$ cat config.mk
export PLATFORM = sky130hd
export DESIGN_NAME = uart_tx_arbiter
export DESIGN_NICKNAME = d
export VERILOG_FILES = /design/src/rtl/uart_pkg.sv /design/src/rtl/uart_rr_pick.sv /design/src/rtl/uart_tx_arbiter.sv
export SDC_FILE = /design/constraint.sdc
export NUM_CORES = 1
export LEC_CHECK = 0
export CAP_MARGIN = 5
export CORE_AREA = 2 2 103 105
export CTS_CLUSTER_SIZE = 25
export DETAILED_ROUTE_END_ITERATION = 7
export DIE_AREA = 0 0 105 107
export DONT_BUFFER_PORTS = 1
export PLACE_DENSITY = 0.76
export SYNTH_ARGS = -nofsm -noshare
export SYNTH_HDL_FRONTEND = slang
export SYNTH_SLANG_ARGS = --single-unit
$ cat constraint.sdc
create_clock -name aclk -period 9.1 [get_ports aclk]
set_input_delay 1.82 -clock aclk [delete_from_list [all_inputs] [get_ports aclk]]
set_output_delay 1.82 -clock aclk [all_outputs]
set_load 0.01 [all_outputs]
$ cat src/rtl/uart_pkg.sv
// Shared UART definitions: config word layout, field constants and the
// arbiter state encoding used by the requester-sharing logic.
package uart_pkg;

    localparam int DATA_W = 16;
    localparam int CFG_W  = 27;

    localparam int CFG_PRESCALER_LSB = 0;
    localparam int CFG_PRESCALER_W   = 16;
    localparam int CFG_PARITY_LSB    = 16;
    localparam int CFG_PARITY_W      = 3;
    localparam int CFG_BYTE_SIZE_LSB = 19;
    localparam int CFG_BYTE_SIZE_W   = 4;
    localparam int CFG_STOP_BITS_BIT = 23;
    localparam int CFG_ENABLE_BIT    = 25;

    localparam logic [2:0] PARITY_NONE  = 3'd0;
    localparam logic [2:0] PARITY_EVEN  = 3'd1;
    localparam logic [2:0] PARITY_ODD   = 3'd2;
    localparam logic [2:0] PARITY_MARK  = 3'd3;
    localparam logic [2:0] PARITY_SPACE = 3'd4;

    localparam logic STOP_BITS_1 = 1'b0;
    localparam logic STOP_BITS_2 = 1'b1;

    // Field order mirrors the bit offsets above, MSB first.
    typedef struct packed {
        logic        rsvd26;
        logic        enable;
        logic        rsvd24;
        logic        stop_bits;
        logic [3:0]  byte_size;
        logic [2:0]  parity;
        logic [15:0] prescaler;
    } uart_cfg_t;

    typedef enum logic [1:0] {
        ARB_IDLE,
        ARB_DRAIN,
        ARB_CONFIG,
        ARB_STREAM
    } arb_state_e;

    function automatic int gnt_width(input int n);
        return (n > 1) ? $clog2(n) : 1;
    endfunction

endpackage

$ cat src/rtl/uart_rr_pick.sv
// Combinational round-robin picker: first set request after 'last',
// wrapping around and finally considering 'last' itself.
module uart_rr_pick #(
    parameter int N = 4,
    parameter int W = 2
) (
    input  logic [N-1:0] req,
    input  logic [W-1:0] last,
    output logic [W-1:0] next,
    output logic         found
);

    logic [W-1:0] idx;

    always_comb begin
        idx   = '0;
        next  = last;
        found = 1'b0;
        for (int k = 1; k <= N; k++) begin
            idx = W'((int'(last) + k) % N);
            if (!found && req[idx]) begin
                found = 1'b1;
                next  = idx;
            end
        end
    end

endmodule

$ cat src/rtl/uart_tx_arbiter.sv
// Shares one uart_tx between NUM_REQ AXI-Stream requesters, round-robin per
// packet, reloading the UART config (after draining it) when it changes.
module uart_tx_arbiter
    import uart_pkg::*;
#(
    parameter  int NUM_REQ   = 4,
    parameter  int MAX_BURST = 0,
    localparam int GNT_W     = gnt_width(NUM_REQ)
) (
    input  logic                     aclk,
    input  logic                     areset,
    input  logic [NUM_REQ*16-1:0]    s_axis_tdata,
    input  logic [NUM_REQ-1:0]       s_axis_tvalid,
    input  logic [NUM_REQ-1:0]       s_axis_tlast,
    output logic [NUM_REQ-1:0]       s_axis_tready,
    input  logic [NUM_REQ*CFG_W-1:0] req_cfg,
    output logic [DATA_W-1:0]        m_axis_tdata,
    output logic                     m_axis_tvalid,
    input  logic                     m_axis_tready,
    output logic [CFG_W-1:0]         m_axis_config_tdata,
    output logic                     m_axis_config_tvalid,
    input  logic                     m_axis_config_tready,
    input  logic [31:0]              tx_data_count,
    output logic [GNT_W-1:0]         grant_id,
    output logic                     busy
);

    localparam logic [15:0] BURST_LAST = 16'(MAX_BURST - 1);

    arb_state_e state;
    uart_cfg_t  cfg_lat;
    uart_cfg_t  cur_cfg;
    logic       cur_cfg_valid;
    logic [15:0] beat_cnt;

    logic [NUM_REQ-1:0][DATA_W-1:0] tdata_arr;
    uart_cfg_t [NUM_REQ-1:0]        cfg_arr;
    logic [GNT_W-1:0] pick_id;
    logic             pick_found;
    logic             stream;
    logic             beat_hs;
    logic             burst_end;

    assign tdata_arr = s_axis_tdata;
    assign cfg_arr   = req_cfg;

    uart_rr_pick #(.N(NUM_REQ), .W(GNT_W)) u_pick (
        .req   (s_axis_tvalid),
        .last  (grant_id),
        .next  (pick_id),
        .found (pick_found)
    );

    // Data path is a pure pass-through of the granted lane while streaming.
    assign stream        = (state == ARB_STREAM);
    assign m_axis_tdata  = tdata_arr[grant_id];
    assign m_axis_tvalid = stream && s_axis_tvalid[grant_id];
    assign beat_hs       = m_axis_tvalid && m_axis_tready;
    assign burst_end     = (MAX_BURST != 0) && (beat_cnt == BURST_LAST);
    assign busy          = (state != ARB_IDLE);

    for (genvar g = 0; g < NUM_REQ; g++) begin : g_lane
        assign s_axis_tready[g] = stream && m_axis_tready && (grant_id == GNT_W'(g));
    end

    always_ff @(posedge aclk) begin
        if (areset) begin
            state                <= ARB_IDLE;
            grant_id             <= GNT_W'(NUM_REQ - 1);
            cfg_lat              <= '0;
            cur_cfg              <= '0;
            cur_cfg_valid        <= 1'b0;
            beat_cnt             <= '0;
            m_axis_config_tvalid <= 1'b0;
            m_axis_config_tdata  <= '0;
        end else begin
            case (state)
                ARB_IDLE: begin
                    if (pick_found) begin
                        grant_id <= pick_id;
                        cfg_lat  <= cfg_arr[pick_id];
                        beat_cnt <= '0;
                        state    <= (cur_cfg_valid && (cfg_arr[pick_id] == cur_cfg))
                                    ? ARB_STREAM : ARB_DRAIN;
                    end
                end
                // Config may only change once the UART has emptied its FIFO.
                ARB_DRAIN: begin
                    if ((tx_data_count == '0) && m_axis_config_tready) begin
                        m_axis_config_tvalid <= 1'b1;
                        m_axis_config_tdata  <= cfg_lat;
                        state                <= ARB_CONFIG;
                    end
                end
                ARB_CONFIG: begin
                    if (m_axis_config_tready) begin
                        cur_cfg              <= cfg_lat;
                        cur_cfg_valid        <= 1'b1;
                        m_axis_config_tvalid <= 1'b0;
                        state                <= ARB_STREAM;
                    end
                end
                ARB_STREAM: begin
                    if (beat_hs) begin
                        if (beat_cnt != '1) beat_cnt <= beat_cnt + 16'd1;
                        if (s_axis_tlast[grant_id] || burst_end) state <= ARB_IDLE;
                    end
                end
                default: state <= ARB_IDLE;
            endcase
        end
    end

endmodule

## Word-level counts from Yosys, hierarchy flattened

Index checks and enable logic that the tools add are counted.

- Add/sub/neg operators: 4
- Multiply operators: 0
- Div/mod/pow operators: 0
- Magnitude comparators: 6
- Eq/ne operators: 12
- Shift operators: 0
- Muxes and demuxes: 34
- Bitwise operators: 0
- Reductions and logical operators: 25

Operators with widths:

| cell | number |
|---|---|
| binary-select mux 27 bit (select 2 bit) | 1 |
| binary-select mux 16 bit (select 2 bit) | 1 |
| zero test 32 bit | 1 |
| == test 27 bit | 1 |
| two-way mux 27 bit | 1 |
| two-way mux 2 bit | 10 |
| less-than comparator 2 x 3 -> 1 bit, second input constant | 6 |
| two-way mux 16 bit | 1 |
| binary-select mux 1 bit (select 2 bit) | 6 |
| logical AND 1 bit | 12 |
| two-way mux 1 bit | 12 |
| == test 2 bit, second input constant | 4 |
| one-hot mux 2 bit (4 select lines) | 1 |
| != test 2 bit, second input constant | 3 |
| AND reduction 2 bit | 3 |
| AND reduction 5 bit | 1 |
| adder 2 x 1 -> 2 bit, second input constant | 2 |
| adder 2 bit, second input constant | 2 |
| == test 2 x 1 -> 1 bit, second input constant | 2 |
| zero test 2 bit | 2 |
| != test 2 x 1 -> 1 bit, second input constant | 2 |
| nonzero test 2 bit | 2 |
| zero test 1 bit | 3 |
| AND reduction 3 bit | 1 |
| one-hot mux 1 bit (2 select lines) | 1 |

- Bits in registers: 87
- Latch bits: 0
- Memory bits (writable): 0
- Memory bits (read-only): 0
- Word-level logic and storage cells: 100
- Memories: 0

## Logic depth before layout (Yosys ltp)

- Depth after elaboration: 20
- Gate-level depth with buffers: 14

## Cells and area by module

Synthesis repeated with hierarchy kept, for this count alone.

- Cells, all modules: 579
- Area total of the unflattened synthesis: 4963.5 um2

By module, submodules not included:

| module | instances | cells an instance | area an instance (um2) |
|---|---|---|---|
| uart_tx_arbiter | 1 | 565 | 4880.9 |
| uart_rr_pick | 1 | 14 | 82.6 |

## Worst setup path before layout

No wires, ideal clock.

- Path kind: register to output
- Start: reg grant_id[0]
- End: out m_axis_tdata[10]
- Arrival: 2.765 ns
- Slack: 4.515 ns
- Cell stages (with the launch flop): 7
- Path buffers: 5
- Path through: dfxtp_1 buf_2 buf_1 clkbuf_1 buf_1 buf_2 mux4_2

- Word-level cells in the longest chain between the ends: 2

RTL lines:

| what | line | text |
|---|---|---|
| from (decl) | uart_tx_arbiter.sv:24 | `output logic [GNT_W-1:0] grant_id,` |
| from (signal assigned) | uart_tx_arbiter.sv:69 | `grant_id <= GNT_W'(NUM_REQ - 1);` |
| from (signal assigned) | uart_tx_arbiter.sv:80 | `grant_id <= pick_id;` |
| binary-select mux 16 bit (select 2 bit) | uart_tx_arbiter.sv:56 | `assign m_axis_tdata = tdata_arr[grant_id];` |
| two-way mux 16 bit (implied by the code) | uart_tx_arbiter.sv:56 |  |
| to (decl) | uart_tx_arbiter.sv:17 | `output logic [DATA_W-1:0] m_axis_tdata,` |

Every way passes these cells. The select of a mux whose other input is x is not followed.

## Worst setup path after layout

- Start: reg grant_id[0]
- End: reg state[1]

- Word-level cells in the longest chain between the ends: 20

RTL lines:

| what | line | text |
|---|---|---|
| adder 2 x 1 -> 2 bit | uart_rr_pick.sv:20 | `idx = W'((int'(last) + k) % N);` |
| binary-select mux 1 bit (select 2 bit) | uart_rr_pick.sv:21 | `if (!found && req[idx]) begin` |
| two-way mux 1 bit (implied by the code) | uart_rr_pick.sv:21 |  |
| two-way mux 1 bit | uart_rr_pick.sv:21 |  |
| zero test 1 bit | uart_rr_pick.sv:21 |  |
| logical AND 1 bit | uart_rr_pick.sv:21 |  |
| two-way mux 1 bit | uart_rr_pick.sv:21 |  |
| zero test 1 bit | uart_rr_pick.sv:21 |  |
| [4 not listed] | -- |  |
| two-way mux 2 bit | uart_rr_pick.sv:21 |  |
| binary-select mux 27 bit (select 2 bit) | uart_tx_arbiter.sv:83 | `state <= (cur_cfg_valid && (cfg_arr[pick_id] == cur_cfg))` |
| two-way mux 27 bit (implied by the code) | uart_tx_arbiter.sv:83 |  |
| == test 27 bit | uart_tx_arbiter.sv:83 |  |
| logical AND 1 bit | uart_tx_arbiter.sv:83 |  |
| two-way mux 2 bit | uart_tx_arbiter.sv:84 | `? ARB_STREAM : ARB_DRAIN;` |
| two-way mux 2 bit | uart_tx_arbiter.sv:79 | `if (pick_found) begin` |
| one-hot mux 2 bit (4 select lines) | uart_tx_arbiter.sv:77 | `case (state)` |
| to (signal assigned) | uart_tx_arbiter.sv:83 |  |
| to (decl) | uart_tx_arbiter.sv:30 | `arb_state_e state;` |

Several ways; a longest one is shown, not always the timed one. The select of a mux whose other input is x is not followed.
A chain may end at the register's enable or synchronous reset.

==> flow_summary.yaml <==
run_status:
  outcome: "finished, final reports clean"
sta:
  post-route-period-util: 0.619
  finalSetupViolCount: 0
  max_freq_mhz: 178
  fin_crit_ps: 5630
  fin_ws_ps: 3470
  slew_violations: 0
  setup_tns_ps: 0
  skew_ps: 16.3
  rsz0062_at_grt: "no"
  timing.slew.headroom: 0.236
  hold_viol: 0
  max_slew.worst_pin.slew_ps: 1150
power:
  switching_power_mw: 1.05
  p_comb_frac: 0.614
  clkPwrFrac: 0.125
  total_power_mw: 2.16
  power_leakage_nw: 2.31
  p_per_area_mw_per_mm2: 345
  ir_worst_vdd_mv: 0.167
  seqPwrFrac: 0.261
  internal_power_mw: 1.11
  swShare: 0.487
die:
  die_w_um: 105
  ioPinCount: 268
  fp.dieArea_mm2: 0.0112
  die_y_um: 107
  fp-row-count: 37
  initial_core_util: 0.603
  core_mm2: 0.0101
clocking:
  clk_pin_slew_ps: 100
  cts_sinks: 87
  cts_resized: 0
  cts_buffer_depth: 2
  clock_latency_ps: 380
  cts_hold_buf: 0
  cts_setup_buffers: 0
  cts-root-buf: "clkbuf_8"
  htree_levels: 3
  cts_tree: "done"
  cts-buffers-inserted: 9
min_path:
  hold_start: "cfg_lat[17]"
  hold_depth: 2
  hold_end: "cur_cfg[17]"
  min_path_type: "flip-flop to flip-flop"
drt:
  drt-pass1-iter-count: 6
  wl_um: 20300
  num_vias: 5888
  wl_per_cell_um: 23.3
  drtIter0Drc: 505
  drc: 0
  detail-route-antenna-nets: 0
  viasPerCell: 6.76
worst_setup_path:
  timing.rr.start: "grant_id[0]"
  reg2reg_depth: 12
  regToRegEndpoint: "state[1]"
  cp-end-kind: "flip-flop"
  r2r_slack_ps: 3470
  critPathTopFamily: "buffers and inverters"
  cp_slowest_stage_delay_ps: 970
  startpoint_type: "flip-flop"
  required_ps: 9380
  cp_slowest_cell: "dfxtp_4"
  criticalPathCategory: "flip-flop to flip-flop"
  cp_max_fo: 74
  crit_top_cell: "mux2i_1"
  crit_start: "grant_id[0]"
  crit_chain: "inv_1 > ha_1 > mux2i_1 > nor2_1 > nor3_2 > buf_4 > mux2i_1 > xor2_1 > o21ai_0 > a2111oi_1 > nand4_1 > o31ai_1"
  arrival_ps: 5910
  cp_num_buf_inv: 2
cells_and_area:
  drive_gt1_frac: 0.0821
  multi_input_area_mm2: 0.00405
  regArea_mm2: 0.00175
  design_area_mm2: 0.00626
  fill_cells: 963
  final_nets: 950
  synthToLayoutAreaGrowth_pct: 2.98
  final_cells: 871
yosys:
  syn_area_per_cell_um2: 7.96
  syn_inst: 764
  synth_area_leader_cell: "dfxtp_1"
  synth_nets: 988
  yosysWarnings: 0
  ys_types: 65
  yosys.area.top_type_share: 0.286
  synth.most_common_cell: "nand2_1"
  async_flop_share: 0
  ys_ff_latch: 87
  synthesis.area_mm2: 0.00608
  synthTopCellsByCount: "nand2_1 (179), a21oi_1 (93), dfxtp_1 (87)"
  synth_edf_count: 0
  ys_seq_area_frac: 0.286
  netlist_top_cells_area: "dfxtp_1 (29%), nand2_1 (11%), mux2i_1 (11%), a21oi_1 (7.7%), mux4_2 (7.4%)"
  ys.flop_type: "dfxtp_1"
global_routing:
  grt_overflow: 0
  grt_pass1_wl_um: 30100
  grt_pass1_vias: 5529
  grt_usage: 0.348
  grt_max_degree: 89
  antenna_found_initial: 7
placed_design:
  dp_hpwl_um: 15500
  io_buffers: 0
  pre_cts_slack_ps: 3580
  place_area_mm2: 0.00606
  gp_congestion: 0.920
  dp_cells: 851
job:
  maxCapViolCount: 0
## metrics by stage
| step | util | hold WS (ps) |
|---|---|---|
| 2_1_floorplan | - | 440 |
| 3_3_place_gp | 0.600 | 450 |
| 3_5_place_dp | 0.600 | 458 |
| 4_1_cts | 0.620 | 473 |
| 5_1_grt | 0.621 | 485 |
| 6_report | 0.621 | 473 |
## registers in the layout, summed over array words and instances (netlist names)
register	count
cur_cfg	27
grant_id	2
cfg_lat	27
m_axis_config_tdata	27
m_axis_config_tvalid	1
cur_cfg_valid	1
state	2
## worst max path at each step
stage	end	slack (ps)	cells past startpoint
4_1_cts	state[1]	3530	12
3_5_place_dp	state[1]	3580	12
2_1_floorplan	m_axis_tdata[10]	4520	6
5_1_grt	state[1]	3090	12
3_3_place_gp	state[1]	3790	12
6_report	state[1]	3470	12
## final cells by class
class,count,share of cell area
multi-input cells,609,0.647
clock inverters,7,0.0112
diodes,4,0.00160
clock buffers,9,0.0198
repair buffers,6,0.00719
flip-flops and latches,87,0.279
inverters,13,0.00779
well taps,136,0.0272
## layer usage
metal | share of wire | GRT usage | up-vias
met4 | 0.031 | 0.156 | 4
met1 | 0.35 | 0.382 | 2785
li1 | - | - | 2708
met3 | 0.098 | 0.106 | 39
met2 | 0.52 | 0.619 | 352
met5 | 0.0014 | 0 | -
## placed cells by master (no fill, tap or decap), types with 5 or more instances in the layout
master and n:
nor2b_1 5, a21oi_1 93, a211oi_1 10, inv_1 13, o22ai_1 7, dfxtp_1 86
nand4_1 6, and3_1 6, xor2_1 13, nand3_1 10, nand2_1 179, mux2i_1 64
a211o_1 5, nor4_1 14, a221oi_1 19, nor2_1 41, nor3_1 5, xnor2_1 9
mux4_2 20, o211ai_1 7, buf_4 6, ha_1 8, o21ai_0 11, nand2b_1 11
clkbuf_8 9, mux2_2 8
## tightest hold or removal path: stages, from the launching register on
cell and delay, ps:
dfxtp_1 330, nand2_1 60, a21oi_1 50
## cell families after synthesis
logic type                 synth area share
AOI/OAI and AO/OA                     0.200
muxes                                 0.198
xor gates and xnor gates             0.0317
and+or+nand+nor                       0.218
DFF                                   0.286
adders and majority gates            0.0165
buffers and inverters                0.0494
## power groups by stage
stage	combinational (mW)	clock [mW]	sequential (mW)
finish	1.33	0.269	0.565
global route	1.45	0.286	0.577
CTS	1.32	0.272	0.562
detailed placement	1.31	0	0.571
global placement	1.29	0	0.567
floorplan	1.13	0	0.501
Power figures use the tool's default switching activity.
